**src/rtl/ps2_pkg.sv**
```systemverilog
// Shared types and constants for the PS/2 ship-control front end: receiver
// FSM states, scan codes of interest and the key-to-control mapping.
package ps2_pkg;

    typedef enum logic [1:0] {
        StIdle,
        StData,
        StParity,
        StStop
    } rx_state_e;

    typedef enum logic [2:0] {
        KeyNone,
        KeyShoot,
        KeyForward,
        KeyRight,
        KeyLeft
    } key_e;

    localparam logic [7:0] SC_EXT   = 8'hE0;
    localparam logic [7:0] SC_BRK   = 8'hF0;
    localparam logic [7:0] SC_PAUSE = 8'hE1;
    localparam logic [7:0] SC_SPACE = 8'h29;
    localparam logic [7:0] SC_W     = 8'h1D;
    localparam logic [7:0] SC_A     = 8'h1C;
    localparam logic [7:0] SC_D     = 8'h23;
    localparam logic [7:0] SC_UP    = 8'h75;
    localparam logic [7:0] SC_LEFT  = 8'h6B;
    localparam logic [7:0] SC_RIGHT = 8'h74;

    // ct=0 selects WASD (non-extended only), ct=1 selects the extended arrow keys.
    function automatic key_e map_key(input logic ct, input logic ext, input logic [7:0] code);
        key_e k;
        k = KeyNone;
        if (!ext && code == SC_SPACE) begin
            k = KeyShoot;
        end else if (!ct && !ext) begin
            case (code)
                SC_W:    k = KeyForward;
                SC_A:    k = KeyLeft;
                SC_D:    k = KeyRight;
                default: k = KeyNone;
            endcase
        end else if (ct && ext) begin
            case (code)
                SC_UP:    k = KeyForward;
                SC_LEFT:  k = KeyLeft;
                SC_RIGHT: k = KeyRight;
                default:  k = KeyNone;
            endcase
        end
        return k;
    endfunction

endpackage

```
**src/rtl/ps2_control_decoder_if.sv**
```systemverilog
// Received-byte stream of the PS/2 decoder: good bytes and framing errors.
interface ps2_control_decoder_if;
    logic       byte_valid;
    logic [7:0] byte_data;
    logic       frame_err;

    modport master (output byte_valid, output byte_data, output frame_err);
    modport slave  (input  byte_valid, input  byte_data, input  frame_err);
endinterface

```
**src/rtl/ps2_rx_frame.sv**
```systemverilog
// PS/2 receiver: pin synchronisers, falling-edge detect, 11-bit frame FSM and
// an inactivity timeout that aborts a stalled frame.
module ps2_rx_frame
    import ps2_pkg::*;
#(
    parameter int unsigned Timeout = 50000
) (
    input  logic       clk,
    input  logic       reset,
    input  logic       ps2_clk_i,
    input  logic       ps2_dat_i,
    output logic       byte_valid_o,
    output logic [7:0] byte_data_o,
    output logic       frame_err_o
);

    localparam int unsigned CntW = $clog2(Timeout + 1);

    logic            clk_s1_q, clk_s2_q, clk_prev_q;
    logic            dat_s1_q, dat_s2_q;
    rx_state_e       state_q, state_d;
    logic [2:0]      bitcnt_q, bitcnt_d;
    logic [7:0]      shreg_q, shreg_d;
    logic            par_ok_q, par_ok_d;
    logic            byte_valid_q, byte_valid_d;
    logic [7:0]      byte_data_q, byte_data_d;
    logic            frame_err_q, frame_err_d;
    logic [CntW-1:0] tmo_q, tmo_d;
    logic            fall;
    logic            dat;

    assign fall = clk_prev_q & ~clk_s2_q;
    assign dat  = dat_s2_q;

    always_comb begin
        state_d      = state_q;
        bitcnt_d     = bitcnt_q;
        shreg_d      = shreg_q;
        par_ok_d     = par_ok_q;
        byte_valid_d = 1'b0;
        byte_data_d  = byte_data_q;
        frame_err_d  = 1'b0;
        tmo_d        = '0;

        if (state_q != StIdle) begin
            tmo_d = fall ? '0 : tmo_q + CntW'(1);
        end

        unique case (state_q)
            StIdle: begin
                if (fall && !dat) begin
                    state_d  = StData;
                    bitcnt_d = 3'd0;
                end
            end
            StData: begin
                if (fall) begin
                    shreg_d  = {dat, shreg_q[7:1]};
                    bitcnt_d = bitcnt_q + 3'd1;
                    if (bitcnt_q == 3'd7) begin
                        state_d = StParity;
                    end
                end
            end
            StParity: begin
                if (fall) begin
                    par_ok_d = (^shreg_q) ^ dat;
                    state_d  = StStop;
                end
            end
            StStop: begin
                if (fall) begin
                    state_d = StIdle;
                    if (dat && par_ok_q) begin
                        byte_valid_d = 1'b1;
                        byte_data_d  = shreg_q;
                    end else begin
                        frame_err_d = 1'b1;
                    end
                end
            end
            default: state_d = StIdle;
        endcase

        // A stalled frame is dropped; the counter only runs outside IDLE.
        if (state_q != StIdle && !fall && tmo_q == CntW'(Timeout - 1)) begin
            state_d     = StIdle;
            frame_err_d = 1'b1;
            tmo_d       = '0;
        end
    end

    always_ff @(posedge clk) begin
        if (reset) begin
            clk_s1_q     <= 1'b1;
            clk_s2_q     <= 1'b1;
            clk_prev_q   <= 1'b1;
            dat_s1_q     <= 1'b1;
            dat_s2_q     <= 1'b1;
            state_q      <= StIdle;
            bitcnt_q     <= 3'd0;
            shreg_q      <= 8'h00;
            par_ok_q     <= 1'b0;
            byte_valid_q <= 1'b0;
            byte_data_q  <= 8'h00;
            frame_err_q  <= 1'b0;
            tmo_q        <= '0;
        end else begin
            clk_s1_q     <= ps2_clk_i;
            clk_s2_q     <= clk_s1_q;
            clk_prev_q   <= clk_s2_q;
            dat_s1_q     <= ps2_dat_i;
            dat_s2_q     <= dat_s1_q;
            state_q      <= state_d;
            bitcnt_q     <= bitcnt_d;
            shreg_q      <= shreg_d;
            par_ok_q     <= par_ok_d;
            byte_valid_q <= byte_valid_d;
            byte_data_q  <= byte_data_d;
            frame_err_q  <= frame_err_d;
            tmo_q        <= tmo_d;
        end
    end

    assign byte_valid_o = byte_valid_q;
    assign byte_data_o  = byte_data_q;
    assign frame_err_o  = frame_err_q;

endmodule

```
**src/rtl/ps2_control_decoder.sv**
```systemverilog
// PS/2 keyboard front end for the ship: decodes E0/F0 prefixes and scan codes
// into level-held control flags plus a shoot pulse per space make.
module ps2_control_decoder
    import ps2_pkg::*;
#(
    parameter int unsigned TIMEOUT = 50000
) (
    input  logic                         clk,
    input  logic                         reset,
    input  logic                         PS2_CLK,
    input  logic                         PS2_DAT,
    input  logic                         controller_type,
    ps2_control_decoder_if.master        byte_if,
    output logic                         shoot,
    output logic                         forward,
    output logic                         rotate_right,
    output logic                         rotate_left,
    output logic                         shoot_pulse
);

    logic       byte_valid;
    logic [7:0] byte_data;
    logic       frame_err;

    ps2_rx_frame #(
        .Timeout (TIMEOUT)
    ) u_rx (
        .clk          (clk),
        .reset        (reset),
        .ps2_clk_i    (PS2_CLK),
        .ps2_dat_i    (PS2_DAT),
        .byte_valid_o (byte_valid),
        .byte_data_o  (byte_data),
        .frame_err_o  (frame_err)
    );

    assign byte_if.byte_valid = byte_valid;
    assign byte_if.byte_data  = byte_data;
    assign byte_if.frame_err  = frame_err;

    logic ext_q, ext_d, brk_q, brk_d, ct_q, ct_d;
    logic shoot_q, shoot_d, fwd_q, fwd_d, right_q, right_d, left_q, left_d;
    logic pulse_q, pulse_d;
    logic make;
    key_e key;

    always_comb begin
        ext_d   = ext_q;
        brk_d   = brk_q;
        ct_d    = controller_type;
        shoot_d = shoot_q;
        fwd_d   = fwd_q;
        right_d = right_q;
        left_d  = left_q;
        pulse_d = 1'b0;
        make    = 1'b0;
        key     = KeyNone;

        if (byte_valid) begin
            case (byte_data)
                SC_EXT:   ext_d = 1'b1;
                SC_BRK:   brk_d = 1'b1;
                SC_PAUSE: begin
                    ext_d = 1'b0;
                    brk_d = 1'b0;
                end
                default: begin
                    make = ~brk_q;
                    key  = map_key(ct_q, ext_q, byte_data);
                    case (key)
                        KeyShoot: begin
                            shoot_d = make;
                            pulse_d = make;
                        end
                        KeyForward: fwd_d   = make;
                        KeyRight:   right_d = make;
                        KeyLeft:    left_d  = make;
                        default:    ;
                    endcase
                    ext_d = 1'b0;
                    brk_d = 1'b0;
                end
            endcase
        end

        if (frame_err) begin
            ext_d = 1'b0;
            brk_d = 1'b0;
        end

        // Switching layouts drops every held key so nothing sticks across the change.
        if (controller_type != ct_q) begin
            shoot_d = 1'b0;
            fwd_d   = 1'b0;
            right_d = 1'b0;
            left_d  = 1'b0;
            pulse_d = 1'b0;
        end
    end

    always_ff @(posedge clk) begin
        if (reset) begin
            ext_q   <= 1'b0;
            brk_q   <= 1'b0;
            ct_q    <= 1'b0;
            shoot_q <= 1'b0;
            fwd_q   <= 1'b0;
            right_q <= 1'b0;
            left_q  <= 1'b0;
            pulse_q <= 1'b0;
        end else begin
            ext_q   <= ext_d;
            brk_q   <= brk_d;
            ct_q    <= ct_d;
            shoot_q <= shoot_d;
            fwd_q   <= fwd_d;
            right_q <= right_d;
            left_q  <= left_d;
            pulse_q <= pulse_d;
        end
    end

    assign shoot        = shoot_q;
    assign forward      = fwd_q;
    assign rotate_right = right_q;
    assign rotate_left  = left_q;
    assign shoot_pulse  = pulse_q;

endmodule

```
**src/flat_wrapper.sv**
```systemverilog
// flat-port wrapper written by rule: the top's interface ports become plain ports
module ps2_control_decoder_flat import ps2_pkg::*;
#(
    parameter int unsigned TIMEOUT = 50000
)
  (clk, reset, PS2_CLK, PS2_DAT, controller_type, shoot, forward, rotate_right, rotate_left, shoot_pulse, byte_if_byte_valid, byte_if_byte_data, byte_if_frame_err);
  ps2_control_decoder_if byte_if_i ();
  input  logic clk;
  input  logic reset;
  input  logic PS2_CLK;
  input  logic PS2_DAT;
  input  logic controller_type;
  output logic shoot;
  output logic forward;
  output logic rotate_right;
  output logic rotate_left;
  output logic shoot_pulse;
  output wire logic [$bits(byte_if_i.byte_valid)-1:0] byte_if_byte_valid;
  output wire logic [$bits(byte_if_i.byte_data)-1:0] byte_if_byte_data;
  output wire logic [$bits(byte_if_i.frame_err)-1:0] byte_if_frame_err;
  assign byte_if_byte_valid = byte_if_i.byte_valid;
  assign byte_if_byte_data = byte_if_i.byte_data;
  assign byte_if_frame_err = byte_if_i.frame_err;
  ps2_control_decoder #(.TIMEOUT(TIMEOUT)) u_core (.clk(clk), .reset(reset), .PS2_CLK(PS2_CLK), .PS2_DAT(PS2_DAT), .controller_type(controller_type), .byte_if(byte_if_i), .shoot(shoot), .forward(forward), .rotate_right(rotate_right), .rotate_left(rotate_left), .shoot_pulse(shoot_pulse));
endmodule
```
**config.mk**
```make
export PLATFORM = sky130hd
export DESIGN_NAME = ps2_control_decoder_flat
export DESIGN_NICKNAME = d
export VERILOG_FILES = /design/src/rtl/ps2_pkg.sv /design/src/rtl/ps2_control_decoder_if.sv /design/src/rtl/ps2_rx_frame.sv /design/src/rtl/ps2_control_decoder.sv /design/src/flat_wrapper.sv
export SDC_FILE = /design/constraint.sdc
export NUM_CORES = 1
export LEC_CHECK = 0
export BUFFER_PORTS_ARGS = -buffer_cell sky130_fd_sc_hd__clkbuf_2
export CAP_MARGIN = 30
export CELL_PAD_IN_SITES_DETAIL_PLACEMENT = 1
export CELL_PAD_IN_SITES_GLOBAL_PLACEMENT = 1
export CORE_ASPECT_RATIO = 0.9
export CORE_MARGIN = 4
export CORE_UTILIZATION = 40
export CTS_CLUSTER_DIAMETER = 50
export DETAILED_ROUTE_END_ITERATION = 16
export HOLD_SLACK_MARGIN = 0.03
export PLACE_DENSITY = 0.76
export SYNTH_ARGS = -nofsm -noshare
export SYNTH_HDL_FRONTEND = slang
export SYNTH_SLANG_ARGS = --single-unit
```
**constraint.sdc**
```tcl
create_clock -name clk -period 1.5 [get_ports clk]
set_input_delay 0.075 -clock clk [delete_from_list [all_inputs] [get_ports clk]]
set_output_delay 0.075 -clock clk [all_outputs]
set_load 0.02 [all_outputs]
```
==> flow_metrics.tcl, run 1 <==
set metrics [dict create \
    outcome "complete, but fails checks" \
    violations "setup timing" \
    tns_ns -1.538 \
    drc 0 \
    fp.dieH_um 81.23 \
    crit_arrival_ns 1.85 \
    hold_class "in -> reg" \
    htreeDepth 2 \
    ys_warn_count 0 \
    synthCells 264 \
    synth-edff-count 0 \
    initial_core_util_pct 41.63 \
    clk_path_buf_depth 2 \
    io_pins 20 \
    clk_pin_slew_ns 0.10 \
    dp.cells 388 \
    dpl.hpwl_um 4445 \
    drv_slew 0 \
    gr-total-overflow 0 \
    design_area_um2 3224 \
    ys.flop_type "dfxtp_1" \
    finalCritPeriodShare_pct 110.3 \
    num-fill-cells 669 \
    netlist_area_um2 2384 \
    fin_hold_ws_ns 0.09957 \
    track_usage_pct 18.90 \
    cp_max_fo 4 \
    synth-seq-cells 53 \
    syn_to_final_growth_pct 35.28 \
    synthArstFlopShare_pct 0 \
    p_leak_nw 1.289 \
    final_util_pct 56.32 \
    avgSynthCellArea_um2 9.029 \
    routed_wl_um 6453 \
    rows 26 \
    p_total_mw 2.674 \
    cts-buffers-inserted 5 \
    synth.net_count 276 \
    routabilityCongestion 0.7998 \
    cp-end-kind "flop" \
    fin_crit_ns 1.654 \
    fin_cells 402 \
    synth_seq_area_share_pct 44.51 \
    vias 2103 \
    timing_hold_violations_final 0 \
    drt_iter0_markers 69 \
    nets 343 \
    grt_setup_unrepaired "yes" \
    setup_viol 23 \
    place_ws_ns -0.1870 \
    grt_pass1_vias 2206 \
    worst_slack_ns -0.1541 \
    antenna_found_initial 0 \
    peakVddDrop_v 0.0006195 \
    cts_tree "built" \
    worst_pin_slew_ns 0.3913 \
    dpl-instance-area_um2 2913 \
    slew-limit-headroom_pct 73.80 \
    dr.pass1.iters 4 \
    cts_root_buf "clkbuf_8" \
    worstSkewPairLatency_ns 0.31 \
    drv_cap 0 \
    diodes 0 \
    grt_max_degree 17 \
    power_density_nw_per_um2 829.4 \
    max_freq_ghz 0.6045 \
    die-area_um2 7260 \
    via_per_inst 5.231 \
    io_buffers 19 \
    worst_setup_path_start_kind "flop" \
    cp.required_ns 1.70 \
    core-area_um2 5725 \
    yosysUniqueCellTypes 42 \
    dieWidth_um 89.37 \
    grt_pass1_wl_um 10680 \
    skew_ns 0.006805 \
    cts_sinks 53 \
    ant_nets 0 \
    critPathKind "reg -> reg" \
    routed_wire_length_per_instance_um 16.05 \
    drive_above_1_share_pct 36.75 \
]
==> placed cells by master (no fill, tap or decap), types with 4 or more instances in the layout <==
master    Yosys  layout
inv_1         9       7
buf_6         0       4
ha_1          7       4
dfxtp_4       0       5
nor2b_1       5       4
nand2_1      26      25
buf_4         1      39
mux2i_1      15      10
xor2_1       12      12
or2_2         5       5
nor2_1       33      32
dfxtp_2       0       7
nand3_1      19      17
clkbuf_8      0       5
nand4_1       4       4
xnor2_1       9       9
dfxtp_1      53      41
clkbuf_2      0      19
a21oi_1      14      13
mux2i_2       0       5
==> Yosys cell counts (all sizes together) (2+ instances only) <==
| master | number | area [um2] |
|---|---|---|
| xor2 | 12 | 105.1 |
| nand2 | 26 | 97.59 |
| clkbuf | 6 | 22.52 |
| nor2b | 5 | 31.28 |
| nor2 | 33 | 123.9 |
| xnor2 | 9 | 78.83 |
| or2 | 5 | 31.28 |
| and3 | 3 | 18.77 |
| nand4 | 4 | 25.02 |
| inv | 9 | 33.78 |
| mux2i | 15 | 150.1 |
| nor4 | 2 | 12.51 |
| nand2b | 3 | 26.27 |
| a31oi | 2 | 12.51 |
| nand3 | 19 | 95.09 |
| or4 | 3 | 26.27 |
| dfxtp | 53 | 1061 |
| nand4bb | 2 | 22.52 |
| ha | 7 | 87.58 |
| a21oi | 14 | 70.07 |
| o31ai | 2 | 15.01 |
| nand4b | 2 | 17.52 |
| nor3 | 6 | 41.29 |
| o21ai | 5 | 25.02 |
| nor3b | 3 | 22.52 |
==> layout make-up <==
cell class                 count  area (um2)  share of cell area (%)
tap                           70       87.58                   2.716
inverter                       9       33.78                   1.048
timing repair buffer          67       503.0                   15.60
clock buffer                   5       68.82                   2.134
multi-input combinational    195        1425                   44.20
sequential                    53        1089                   33.76
clock inverter                 3       17.52                  0.5433
==> power breakdown <==
part | switching [mW] | total (mW) | internal [mW]
Combinational | 0.226 | 0.430 | 0.204
Clock | 0.477 | 0.801 | 0.323
Sequential | 0.0211 | 1.44 | 1.42
Total | 0.724 | 2.67 | 1.95
==> routing by layer <==
layer  up-vias  part of all wire, %  global-route usage, %  wire [um]
met5         -                    0                      0          0
met1      1022                   45                  23.68       2909
met3         5                  2.7                  3.245        176
li1       1040                    -                      -          -
met2        36                   51                  33.28       3308
met4         0                 0.91                  5.060         59
==> timing repair <==
item / CTS / global route
endpoints found under the setup margin: 31 / 43
pin swaps: 4 / 6
endpoints found under the hold margin: 2 / 1
hold buffers: 2 / 1
resized for setup: 18 / 27
setup buffers: 2 / 1
==> registers in the layout, summed over array words and instances, names as in the netlist, 2 cells and up <==
| register | flops |
|---|---|
| u_core.u_rx.tmo_q | 16 |
| u_core.u_rx.byte_data_o | 8 |
| u_core.u_rx.shreg_q | 8 |
| u_core.u_rx.bitcnt_q | 3 |
| u_core.u_rx.state_q | 2 |
==> logic make-up (layout without fill, tap and decap cells) <==
| kind of cell | Yosys count | in the layout | synth area share [%] |
|---|---|---|---|
| multiplexers | 15 | 15 | 6.299 |
| flip-flops | 53 | 53 | 44.51 |
| AO/OA/AOI/OAI | 29 | 29 | 7.244 |
| adder cells (fa/ha/maj) | 7 | 7 | 3.674 |
| XOR/XNOR | 22 | 22 | 8.662 |
| AND/OR/NAND/NOR | 122 | 122 | 26.93 |
| buffers and inverters | 16 | 84 | 2.677 |
==> worst max-delay path: stages (launching register included) <==
cell      delay [ns]
dfxtp_4         0.41
buf_6           0.11
nand4b_1        0.13
or4_4           0.47
a211o_1         0.31
mux2i_1         0.12
==> worst paths after layout <==
check,from,end,slack [ns],cells after the start
worst max-delay path,u_core.ext_q$_SDFFE_PP0P_,u_core.shoot$_SDFFE_PP0P_,-0.15,5
worst min register to register,u_core.u_rx.clk_s1_q$_SDFF_PP1_,u_core.u_rx.clk_s2_q$_SDFF_PP1_,0.42,1
worst min-delay path,reset,u_core.u_rx.frame_err_o$_SDFF_PP0_,0.1,2
worst max register to register,u_core.ext_q$_SDFFE_PP0P_,u_core.shoot$_SDFFE_PP0P_,-0.15,5
Note: power is estimated with default switching activity, not from simulation.
==> run 2, diff against run 1 <==
- ABC_AREA: not set -> 1
- CORE_UTILIZATION: 40 -> 39
- PLACE_DENSITY: 0.76 -> 0.77
==> run 2 against run 1 <==
Against the previous run: the flow now finishes without violations; hold slack gained 0.024 ns; register-to-register slack improved by 0.18 ns; global-route usage is 1.6 points lower; first-iteration DRC count is 46% higher; area after synthesis is 11% higher; sequential cell count is the same; clock power up 1%; sequential power barely moved; setup slack better by 0.18 ns; final area rose by 0.70%; via count rose by 23%; cell count is 27% higher; largest power group unchanged.
==> flow_metrics.tcl, run 2 <==
set metrics [dict create \
    ant_nets 0 \
    peakVddDrop_v 0.0004588 \
    skew_ns 0.004189 \
    yosysUniqueCellTypes 32 \
    dpl.hpwl_um 5232 \
    track_usage_pct 17.27 \
    seqCellArea_um2 1072 \
    diodes 0 \
    synth_most_common_cell "nand2_1" \
    timing_hold_violations_final 0 \
    via_per_inst 5.037 \
    drv_cap 0 \
    io_pins 20 \
    final_cell_mix "77 x nand2_1, 46 x dfxtp_1, 38 x nor2_1, 37 x nand3_1, 34 x inv_1" \
    highest_layer "met4" \
    layout_commonest_cell "nand2_1" \
    grt_max_degree 17 \
    route.met3.wl_um 172 \
    synthDominantCellAreaShare_pct 39.94 \
    htreeDepth 2 \
    worstSkewPairLatency_ns 0.30 \
    path_buf_inv 2 \
    ys_warn_count 0 \
    io_buffers 19 \
    clk_pin_slew_ns 0.09 \
    routed_wl_um 7256 \
    cp_slowest_stage_delay_ns 0.36 \
    cts_tree "built" \
    fp.dieH_um 86.30 \
    r2r_cells 8 \
    hold_class "in -> reg" \
    rows 28 \
    final_util_pct 49.30 \
    finalCritPeriodShare_pct 98.24 \
    crit_chain "nand2_1 > inv_2 > nand3_1 > nor2_1 > nand4_1 > buf_4 > nand3_4 > a21oi_1" \
    worst_setup_path_start_kind "flop" \
    grt_pass1_vias 2583 \
    netlist_area_um2 2656 \
    die-area_um2 8198 \
    avgSynthCellArea_um2 7.046 \
    drc 0 \
    cp_slowest_cell "dfxtp_2" \
    outcome "finished, final reports clean" \
    synthArstFlopShare_pct 0 \
    gr-total-overflow 0 \
    cp-end-kind "flop" \
    yosysTopAreaCell "dfxtp_1" \
    worst_pin_slew_ns 0.3732 \
    wl_met2_um 3609 \
    core-area_um2 6586 \
    drt_iter0_markers 101 \
    yosys-top-cells-count "80 x nand2_1, 53 x dfxtp_1, 42 x nor2_1" \
    grt_setup_unrepaired "yes" \
    synth_area_leaders "dfxtp_1 40%, nand2_1 11%, nand3_1 7.0%" \
    dieWidth_um 95.00 \
    crit_arrival_ns 1.66 \
    dpl-instance-area_um2 2932 \
    wl_met1_um 3369 \
    cp.required_ns 1.69 \
    num-fill-cells 870 \
    holdPathStages 2 \
    cts_root_buf "clkbuf_8" \
    regMostFlops "u_core.u_rx.tmo_q" \
    drv_slew 0 \
    slew-limit-headroom_pct 75.03 \
    worstSetupPathDepth 8 \
    cp_top_family "simple AND/OR/NAND/NOR gates" \
    fin_hold_ws_ns 0.1239 \
    synth-seq-cells 53 \
    setup_viol 0 \
    power_density_nw_per_um2 811.9 \
    initial_core_util_pct 40.33 \
    critPathKind "reg -> reg" \
    grt_pass1_wl_um 11450 \
    antenna_found_initial 0 \
    nets 434 \
    vias 2579 \
    dr.pass1.iters 4 \
    fin_crit_ns 1.474 \
    synth-edff-count 0 \
    multi_input_area_um2 1501 \
    cp_max_fo 8 \
    syn_to_final_growth_pct 22.23 \
    synthCells 377 \
    design_area_um2 3247 \
    p_leak_nw 1.245 \
    cts_sinks 53 \
    synth.net_count 389 \
    drive_above_1_share_pct 23.70 \
    ys.flop_type "dfxtp_1" \
    synth_seq_area_share_pct 39.94 \
    routed_wire_length_per_instance_um 14.17 \
    routabilityCongestion 0.8690 \
    max_freq_ghz 0.6786 \
    largest_reg_flops 16 \
    cts-buffers-inserted 5 \
    clk_path_buf_depth 2 \
]
[run 2: cell types whose count changed in the layout (fill, tap and decap cells not counted), sizes merged, moves of 4 or more]
cell | before | now
nor2 | 33 | 44
nand2 | 26 | 84
o21ai | 5 | 15
nand4 | 4 | 10
inv | 9 | 47
xnor2 | 9 | 5
a21oi | 14 | 34
mux2i | 15 | 0
buf | 45 | 23
nor3 | 6 | 10
nor2b | 5 | 0
nand3 | 19 | 40
xor2 | 12 | 6
[run 2: worst reg2reg max path, cell delays in order (launching register included)]
cell,delay (ns)
dfxtp_2,0.36
nand2_1,0.11
inv_2,0.09
nand3_1,0.08
nor2_1,0.15
nand4_1,0.17
buf_4,0.20
nand3_4,0.13
a21oi_1,0.08
[run 2: logic make-up after synthesis]
group           share of synthesized area, %
compound gates                         10.74
xor+xnor                               3.627
fa+ha+maj                              3.297
buf+inv                                8.337
flops                                  39.94
simple gates                           34.06
[run 2: cell type report]
| cell class | instances | share of cell area, % |
|---|---|---|
| inverter | 47 | 5.434 |
| clock buffer | 7 | 2.659 |
| sequential | 53 | 33.03 |
| multi-input combinational | 270 | 46.24 |
| timing repair buffer | 45 | 9.172 |
| tap | 90 | 3.468 |
[run 2: through the flow]
step	setup WS, ns	power (mW)	std cells	TNS, ns
final	0.02645	2.636	512	0
after floorplan	0.08213	1.663	377	0
after global placement	0.02151	1.736	493	0
after global routing	-0.09060	2.782	512	-1.157
after CTS	0.01589	2.586	504	0
after detailed placement	-0.04160	1.752	493	-0.3318
[run 2: path summary, 6_finish.rpt]
path,from,to,slack (ns)
worst max-delay path,u_core.u_rx.tmo_q[8]$_SDFF_PP0_,u_core.u_rx.tmo_q[12]$_SDFF_PP0_,0.03
worst min-delay path,reset,u_core.u_rx.bitcnt_q[2]$_SDFFE_PP0P_,0.12
worst max register to register,u_core.u_rx.tmo_q[8]$_SDFF_PP0_,u_core.u_rx.tmo_q[12]$_SDFF_PP0_,0.03
worst min register to register,u_core.u_rx.dat_s1_q$_SDFF_PP1_,u_core.u_rx.dat$_SDFF_PP1_,0.42
[run 2: report_power, final]
part,switching [mW],total [mW],internal (mW)
logic,0.202,0.362,0.160
registers,0.0293,1.47,1.44
clock network,0.441,0.809,0.368
total,0.673,2.64,1.96
[run 2: timing repair]
action,4_1_cts,5_1_grt
endpoints found under the setup margin,21,33
pin swaps,1,4
gates resized for setup,6,33
cloned,0,1
hold buffers,3,0
buffers inserted,1,7
endpoints found under the hold margin,3,0
[run 2: per-layer routing]
metal	vias to the layer above	GRT usage (%)
met5	-	0
met4	0	4.456
met3	10	3.299
met2	40	30.54
met1	1212	21.48
li1	1317	-
